--- config.mk ---
export PLATFORM = sky130hd
export DESIGN_NAME = agc_sequencer
export DESIGN_NICKNAME = d
export VERILOG_FILES = /design/src/rtl/agc_sequencer.sv
export SDC_FILE = /design/constraint.sdc
export NUM_CORES = 1
export LEC_CHECK = 0
export BUFFER_PORTS_ARGS = -buffer_cell sky130_fd_sc_hd__buf_2
export CAP_MARGIN = 40
export CORE_MARGIN = 2
export CORE_UTILIZATION = 60
export DETAILED_ROUTE_END_ITERATION = 10
export GPL_TIMING_DRIVEN = 1
export MAX_ROUTING_LAYER = met4
export PLACE_DENSITY = 0.91
export SYNTH_ARGS = -nofsm -noshare
export SYNTH_HDL_FRONTEND = slang
export SYNTH_SLANG_ARGS = --single-unit
--- constraint.sdc ---
create_clock -name clk -period 5.34 [get_ports clk]
set_input_delay 0 -clock clk [delete_from_list [all_inputs] [get_ports clk]]
set_output_delay 0 -clock clk [all_outputs]
set_load 0.01 [all_outputs]
--- src/rtl/agc_sequencer.sv ---
// rtl/agc_sequencer.sv - round-robin closed-loop PWM gain sequencer for RF channels 1-3
// Settles each channel, counts magnitude-bit hits over a fixed window, then nudges its gain code.
module agc_sequencer #(
  parameter int WIN_LOG2      = 12,
  parameter int SETTLE_CYCLES = 4096,
  parameter int STEP          = 4
) (
  input  logic       clk,
  input  logic       reset,
  input  logic       enable,
  input  logic       sample_en,
  input  logic [1:0] si_ch1,
  input  logic [1:0] si_ch2,
  input  logic [1:0] si_ch3,
  input  logic [7:0] thr_hi,
  input  logic [7:0] thr_lo,
  input  logic [9:0] gain_init_ch1,
  input  logic [9:0] gain_init_ch2,
  input  logic [9:0] gain_init_ch3,
  output logic [9:0] gain_ch1,
  output logic [9:0] gain_ch2,
  output logic [9:0] gain_ch3,
  output logic [1:0] chan,
  output logic       busy,
  output logic [7:0] last_frac,
  output logic       update
);

  typedef enum logic [1:0] {IDLE, SETTLE, MEASURE, DECIDE} state_t;

  localparam int             SW          = (SETTLE_CYCLES > 1) ? $clog2(SETTLE_CYCLES) : 1;
  localparam logic [SW-1:0]  SETTLE_LAST = SW'(SETTLE_CYCLES - 1);
  localparam logic [9:0]     STEP_V      = 10'(STEP);
  localparam logic [9:0]     GAIN_MAX    = 10'd1023;

  state_t                  state_q, state_d;
  logic [SW-1:0]           settle_q, settle_d;
  logic [WIN_LOG2-1:0]     samp_q, samp_d;
  logic [WIN_LOG2:0]       mag_q, mag_d;
  logic [2:0][9:0]         gain_q, gain_d;
  logic [1:0]              chan_q, chan_d;
  logic [7:0]              last_frac_q, last_frac_d;
  logic                    update_q, update_d;

  logic                    sel_mag;
  logic [9:0]              sel_gain;
  logic [9:0]              new_gain;
  logic [WIN_LOG2+8:0]     frac_wide;
  logic [7:0]              frac;
  logic [2:0][9:0]         gain_init;
  logic                    unused_sign;

  assign gain_init   = {gain_init_ch3, gain_init_ch2, gain_init_ch1};
  assign unused_sign = ^{si_ch1[1], si_ch2[1], si_ch3[1]};

  always_comb begin
    sel_mag  = si_ch1[0];
    sel_gain = gain_q[0];
    case (chan_q)
      2'd1: begin sel_mag = si_ch2[0]; sel_gain = gain_q[1]; end
      2'd2: begin sel_mag = si_ch3[0]; sel_gain = gain_q[2]; end
      default: ;
    endcase
    // A full-window count lands on 256 and clamps to 255.
    frac_wide = {mag_q, 8'd0} >> WIN_LOG2;
    frac      = (|frac_wide[WIN_LOG2+8:8]) ? 8'hFF : frac_wide[7:0];
    if (frac > thr_hi)
      new_gain = (sel_gain < STEP_V) ? 10'd0 : sel_gain - STEP_V;
    else if (frac < thr_lo)
      new_gain = (sel_gain > GAIN_MAX - STEP_V) ? GAIN_MAX : sel_gain + STEP_V;
    else
      new_gain = sel_gain;
  end

  always_comb begin
    state_d     = state_q;
    settle_d    = settle_q;
    samp_d      = samp_q;
    mag_d       = mag_q;
    gain_d      = gain_q;
    chan_d      = chan_q;
    last_frac_d = last_frac_q;
    update_d    = 1'b0;
    case (state_q)
      IDLE: begin
        gain_d = gain_init;
        chan_d = 2'd0;
        if (enable) begin
          state_d  = SETTLE;
          settle_d = '0;
        end
      end
      SETTLE: begin
        if (settle_q == SETTLE_LAST) begin
          state_d = MEASURE;
          samp_d  = '0;
          mag_d   = '0;
        end else begin
          settle_d = settle_q + SW'(1);
        end
      end
      MEASURE: begin
        if (sample_en) begin
          samp_d = samp_q + WIN_LOG2'(1);
          mag_d  = mag_q + (WIN_LOG2+1)'(sel_mag);
          if (&samp_q) state_d = DECIDE;
        end
      end
      DECIDE: begin
        for (int i = 0; i < 3; i++)
          if (chan_q == 2'(i)) gain_d[i] = new_gain;
        last_frac_d = frac;
        chan_d      = (chan_q == 2'd2) ? 2'd0 : chan_q + 2'd1;
        update_d    = enable;
        state_d     = SETTLE;
        settle_d    = '0;
      end
      default: state_d = IDLE;
    endcase
    // Dropping enable aborts the visit; a DECIDE in flight still commits its gain.
    if (!enable && state_q != IDLE) begin
      state_d = IDLE;
      if (state_q != DECIDE) begin
        gain_d = gain_init;
        chan_d = 2'd0;
      end
    end
  end

  always_ff @(posedge clk or posedge reset) begin
    if (reset) begin
      state_q     <= IDLE;
      settle_q    <= '0;
      samp_q      <= '0;
      mag_q       <= '0;
      gain_q      <= {3{10'd512}};
      chan_q      <= 2'd0;
      last_frac_q <= 8'd0;
      update_q    <= 1'b0;
    end else begin
      state_q     <= state_d;
      settle_q    <= settle_d;
      samp_q      <= samp_d;
      mag_q       <= mag_d;
      gain_q      <= gain_d;
      chan_q      <= chan_d;
      last_frac_q <= last_frac_d;
      update_q    <= update_d;
    end
  end

  assign gain_ch1  = gain_q[0];
  assign gain_ch2  = gain_q[1];
  assign gain_ch3  = gain_q[2];
  assign chan      = chan_q;
  assign busy      = (state_q != IDLE);
  assign last_frac = last_frac_q;
  assign update    = update_q;

endmodule

==> results of run 1 <==
==> worst paths after layout <==
check | slack, ns | to | startpoint | cells after the start
hold / removal | 0.10 | samp_q[1] | sample_en | 4
setup / recovery | 1.65 | gain_ch3[4] | chan[0] | 9
min in group asynchronous | 0.28 | samp_q[11] | reset | 4
hold reg to reg | 0.50 | mag_q[0] | mag_q[0] | 2
max in group asynchronous | 4.42 | gain_ch2[9] | reset | 5
setup reg to reg | 1.65 | gain_ch3[4] | chan[0] | 9
==> area by class of cell <==
type	count	area [sq um]	area share
repair buffers	132	861	0.141
clock buffers	9	124	0.0203
clock inverters	7	78.8	0.0129
flip-flops and latches	80	2010	0.329
multi-input cells	433	2780	0.455
well taps	105	131	0.0215
inverters	33	124	0.0203
==> kinds of logic (layout without fill, tap and decap cells) <==
group | Yosys count | count (layout) | share of synthesized area
xor+xnor | 27 | 27 | 0.0473
mux | 13 | 13 | 0.0278
buf+inv | 55 | 181 | 0.0448
fa+ha+maj | 26 | 26 | 0.0650
flops | 80 | 80 | 0.401
compound gates | 161 | 161 | 0.213
simple gates | 206 | 206 | 0.202
==> sequential cells by signal, summed over array words and instances (netlist names) <==
register / flops
last_frac: 8
gain_ch3: 10
mag_q: 13
chan: 2
state_q: 2
gain_ch1: 10
update: 1
settle_q: 12
gain_ch2: 10
samp_q: 12
==> critical path, delay by kind of cell, from the launching register on <==
family | cells | cell delay [ns]
fa+ha+maj | 1 | 0.85
compound gates | 4 | 1.69
flops | 1 | 0.39
simple gates | 3 | 0.59
buf+inv | 1 | 0.09
==> repair_timing <==
item | 4_1_cts | 5_1_grt
endpoints found under the setup margin | 0 | 0
hold endpoints to repair | 66 | 0
gates resized for setup | 0 | 0
hold buffers | 32 | 0
==> per-stage QoR <==
stage          hold WS [ns]  worst slack [ns]  instances  total power, W
3_3_place_gp          0.214              1.98        748         0.00222
4_1_cts              0.0855              1.83        798         0.00278
5_1_grt               0.148              1.39        799         0.00302
6_report              0.101              1.65        799         0.00286
2_1_floorplan         0.117              2.41        568         0.00187
3_5_place_dp          0.125              1.82        750         0.00229
==> cell usage in the layout (no fill, tap or decap), types with 10 or more instances in the layout <==
| master | instances |
|---|---|
| ha_1 | 26 |
| nand3_1 | 16 |
| a21oi_1 | 48 |
| nand2_1 | 52 |
| o21ai_0 | 27 |
| or2_2 | 10 |
| inv_1 | 32 |
| nor3_1 | 14 |
| buf_2 | 95 |
| a22oi_1 | 13 |
| dlygate4sd3_1 | 32 |
| xor2_1 | 19 |
| nand4_1 | 14 |
| nor2_1 | 63 |
| dfrtp_1 | 77 |
==> power groups by stage <==
stage / sequential [W] / clock (W) / combinational [W]
after floorplan: 0.000913 / 0 / 0.000957
after global placement: 0.000883 / 0 / 0.00134
after detailed placement: 0.000893 / 0 / 0.00140
after CTS: 0.000883 / 0.000464 / 0.00143
after global routing: 0.000907 / 0.000485 / 0.00163
final: 0.000897 / 0.000457 / 0.00151
==> layer usage <==
metal  track usage  vias to the layer above  part of all wire
met5             -                        -                 0
met4         0.164                        0             0.043
met3        0.0727                       78             0.095
met2         0.556                      331              0.50
met1         0.388                     2392              0.37
li1              -                     2297                 -
==> results.py, run 1 <==
metrics = {
    "outcome": {
        "status": "finished, final reports clean",
    },
    "final_layout": {
        "utilization": 0.750,
        "final_nets": 771,
        "final_area_sq_mm": 0.00610,
        "nFillCells": 544,
        "post_route_cells_drive_above_1_share": 0.212,
        "antenna_cells": 0,
        "area_delta_synth_final_pct": 21.9,
    },
    "yosys": {
        "yosys-top-cells-count": "77 x dfrtp_1, 63 x nor2_1, 52 x nand2_1",
        "avgSynthCellArea_sq_um": 8.81,
        "synth_area_leaders": "dfrtp_1 38%, ha_1 6.5%, a21oi_1 4.8%",
        "synth_cells": 568,
        "syn_nets": 650,
        "synth-edff-count": 0,
        "ys_seq_elements": 80,
        "post-synth-top-area-cell": "dfrtp_1",
        "yosys_warnings": 0,
        "ys_seq_area_frac": 0.401,
        "async_flop_share": 1.00,
        "synth.most_common_cell": "dfrtp_1",
        "synth_cell_types": 56,
        "synth_top_area_share": 0.385,
        "netlist_area_sq_mm": 0.00500,
        "synth_ff_type": "dfrtp_1",
    },
    "drt": {
        "wl_per_cell_um": 18.0,
        "drc": 0,
        "first_pass_iters": 5,
        "first_iter_violations": 619,
        "wirelength_mm": 14.4,
        "vias_per_cell": 6.38,
        "ant_nets": 0,
        "vias": 5098,
    },
    "global_route": {
        "grt_pass1_vias": 4962,
        "grt_max_degree": 48,
        "grt_overflow": 0,
        "antenna_found_initial": 0,
        "grtUsageTotal": 0.336,
        "grt_pass1_wl_mm": 23.1,
    },
    "timing": {
        "finalHoldViolCount": 0,
        "fmax_mhz": 271,
        "clock-skew-final_ns": 0.0148,
        "fin_crit_ns": 3.69,
        "setup_viol": 0,
        "worst_pin_slew_ns": 0.905,
        "final_max_slew_viol_count": 0,
        "relSlewSlack": 0.395,
        "fin_crit_sh": 0.692,
        "rsz0062_at_grt": "no",
        "tns_ns": 0,
    },
    "pwr": {
        "power.density_mw_per_mm2": 469,
        "ir_drop_v": 0.000299,
        "swShare": 0.476,
        "p_leak_nw": 2.96,
        "power.share.clock": 0.160,
        "p_comb_frac": 0.527,
        "p_int_w": 0.00150,
        "pwr-share-seq": 0.313,
        "switchingPower_w": 0.00136,
    },
    "floorplan": {
        "rows": 33,
        "die_w_um": 95.3,
        "start_util": 0.615,
        "fp.dieH_um": 95.3,
        "ioPinCount": 98,
        "die_area_sq_mm": 0.00909,
        "core_area_sq_mm": 0.00813,
    },
    "clock_tree": {
        "cts_buffers": 9,
        "clk_latency_ns": 0.35,
        "clockBufferDepth": 2,
        "clk_root_buffer_cell": "clkbuf_8",
        "cts.sink_count": 80,
        "cts_tree": "built",
        "cts_max_level": 3,
        "postCtsSetupRepairBufs": 0,
        "clk_pin_slew_ns": 0.09,
    },
    "setup_path": {
        "crit_path_end_kind": "flop",
        "cp-start-kind": "flop",
        "critical_path_class": "flop to flop",
        "slowest_stage": "ha_1",
        "worstPathCellList": "inv_1 > ha_1 > nor2_1 > a21oi_1 > nor4_1 > and2_1 > o32ai_1 > a31oi_1 > o21ai_1",
        "arrival_ns": 3.97,
        "crit_fanout": 27,
        "cp.required_ns": 5.62,
        "slowest_delay_ns": 0.85,
    },
    "run": {
        "cap_violations": 0,
    },
    "place": {
        "place_hpwl_mm": 9.87,
        "postPlaceCellArea_sq_mm": 0.00558,
        "port_buffers": 94,
        "gp_congestion": 0.886,
    },
    "hold_path": {
        "hold_path.class": "input pin to flop",
    },
}
No activity file was read; power rests on OpenSTA's default activity.
==> inputs of run 2 (changes only) <==
--- a/config.mk
+++ b/config.mk
@@ -8,11 +8,11 @@
 export BUFFER_PORTS_ARGS = -buffer_cell sky130_fd_sc_hd__buf_2
 export CAP_MARGIN = 40
 export CORE_MARGIN = 2
-export CORE_UTILIZATION = 60
+export CORE_UTILIZATION = 56
 export DETAILED_ROUTE_END_ITERATION = 10
 export GPL_TIMING_DRIVEN = 1
 export MAX_ROUTING_LAYER = met4
-export PLACE_DENSITY = 0.91
+export PLACE_DENSITY = 0.86
 export SYNTH_ARGS = -nofsm -noshare
 export SYNTH_HDL_FRONTEND = slang
 export SYNTH_SLANG_ARGS = --single-unit
==> constraint.sdc (replaced) <==
create_clock -name clk -period 3.65 [get_ports clk]
set_input_delay 0 -clock clk [delete_from_list [all_inputs] [get_ports clk]]
set_output_delay 0 -clock clk [all_outputs]
set_load 0.01 [all_outputs]
==> results.py, run 2 (synthesis gave the netlist of run 1 again) <==
metrics = {
    "clock_tree": {
        "cts_resized": 0,
        "cts_tree": "built",
        "clk_pin_slew_ns": 0.08,
        "clockBufferDepth": 2,
        "cts_buffers": 9,
        "clk_root_buffer_cell": "clkbuf_8",
        "postCtsSetupRepairBufs": 0,
        "cts_hold_buf": 32,
        "clk_latency_ns": 0.36,
        "cts_max_level": 3,
        "cts.sink_count": 80,
    },
    "drt": {
        "vias": 4931,
        "first_iter_violations": 438,
        "first_pass_iters": 7,
        "drc": 0,
        "ant_nets": 0,
        "wl_per_cell_um": 17.4,
        "vias_per_cell": 6.10,
        "wirelength_mm": 14.0,
    },
    "hold_path": {
        "hold_path.class": "input pin to flop",
    },
    "place": {
        "place_hpwl_mm": 9.86,
        "port_buffers": 94,
        "postPlaceCellArea_sq_mm": 0.00560,
        "gp_congestion": 0.961,
    },
    "setup_path": {
        "slowest_stage": "dfrtp_1",
        "cp.required_ns": 3.92,
        "crit_path_end_kind": "flop",
        "cp-start-kind": "flop",
        "worstPathCellList": "or2_2 > ha_1 > nor4b_2 > o21ai_2 > a211oi_4 > nand3_1 > nor4_1 > o21bai_1 > mux2i_1 > o21ai_0",
        "arrival_ns": 3.64,
        "cp_num_buf_inv": 0,
        "cp_top_family": "simple AND/OR/NAND/NOR gates",
        "crit_fanout": 10,
        "slowest_delay_ns": 0.50,
        "critical_path_class": "flop to flop",
    },
    "timing": {
        "worst_pin_slew_ns": 0.846,
        "fin_crit_sh": 0.923,
        "relSlewSlack": 0.434,
        "tns_ns": 0,
        "fin_crit_ns": 3.37,
        "final_max_slew_viol_count": 0,
        "clock-skew-final_ns": 0.0107,
        "fmax_mhz": 297,
        "rsz0062_at_grt": "no",
        "setup_viol": 0,
        "finalHoldViolCount": 0,
    },
    "global_route": {
        "grtUsageTotal": 0.302,
        "grt_pass1_wl_mm": 22.9,
        "grt_max_degree": 40,
        "antenna_found_initial": 0,
        "grt_pass1_vias": 4811,
        "grt_overflow": 0,
    },
    "final_layout": {
        "area_delta_synth_final_pct": 21.7,
        "final_nets": 777,
        "antenna_cells": 0,
        "post_route_cells_drive_above_1_share": 0.214,
        "final_area_sq_mm": 0.00609,
        "largestRegisters": "mag_q: 13 flops, samp_q: 12 flops, settle_q: 12 flops",
        "nFillCells": 650,
        "mostFrequentLayoutCells": "94 x buf_2, 77 x dfrtp_1, 63 x nor2_1",
        "largest_reg_flops": 13,
        "top_register": "mag_q",
        "layout_commonest_cell": "buf_2",
        "utilization": 0.702,
    },
    "floorplan": {
        "core_area_sq_mm": 0.00868,
        "start_util": 0.577,
        "die_w_um": 98.5,
        "rows": 34,
        "die_area_sq_mm": 0.00971,
        "fp.dieH_um": 98.5,
        "ioPinCount": 98,
    },
    "outcome": {
        "status": "finished, final reports clean",
    },
    "pwr": {
        "power.density_mw_per_mm2": 673,
        "p_leak_nw": 2.97,
        "ir_drop_v": 0.000386,
    },
    "run": {
        "cap_violations": 0,
    },
}
run 2: cell types whose count changed in the layout (fill, tap and decap cells not counted):
cell and delta:
buf_2 -1, buf_16 -1, bufinv_16 -1, clkinv_2 +3, clkbuf_1 +3, buf_4 +8, clkinvlp_4 -3, inv_6 -2
run 2: where the power goes:
part           total [W]  switching [W]  leakage [nW]  internal (W)
logic            0.00222        0.00140          1.84      0.000822
clock network   0.000581       0.000335        0.0841      0.000246
registers        0.00129       0.000196          1.05       0.00110
run 2: area by class of cell:
class | instances | area (sq um) | share of cell area
Tap cell | 108 | 135 | 0.0222
Clock inverter | 4 | 23.8 | 0.00390
Multi-Input combinational cell | 433 | 2780 | 0.456
Clock buffer | 12 | 135 | 0.0222
Sequential cell | 80 | 2010 | 0.329
Inverter | 33 | 124 | 0.0203
Timing Repair Buffer | 138 | 888 | 0.146
run 2: routing by layer:
layer  vias up  track usage  routed length, um
met5         -            -                  0
met4         0        0.142                601
met3        54       0.0496               1040
met2       263        0.491               6810
met1      2300        0.370               5600
li1       2314            -                  -
run 2: stage by stage:
stage,worst slack (ns),instances,total power [W],hold slack [ns]
6_report,0.283,808,0.00410,0.108
5_1_grt,0.0332,808,0.00436,0.153
4_1_cts,0.310,807,0.00400,0.101
3_5_place_dp,0.319,759,0.00339,0.127
3_3_place_gp,0.475,759,0.00332,0.131
2_1_floorplan,0.715,568,0.00274,0.117
run 2: path summary, 6_finish.rpt:
check,start,endpoint,slack [ns],depth (start not counted)
max reg2reg,mag_q[12],gain_ch3[3],0.28,10
min,sample_en,samp_q[1],0.11,4
min in group asynchronous,reset,last_frac[0],0.26,3
min reg2reg,last_frac[4],last_frac[4],0.51,1
max,mag_q[12],gain_ch3[3],0.28,10
max in group asynchronous,reset,settle_q[9],2.45,4
run 2: worst register-to-register path: stages (launching register included):
cell and delay (ns):
dfrtp_1 0.50, or2_2 0.37, ha_1 0.22, nor4b_2 0.33
o21ai_2 0.12, a211oi_4 0.45, nand3_1 0.18, nor4_1 0.50
o21bai_1 0.27, mux2i_1 0.13, o21ai_0 0.20
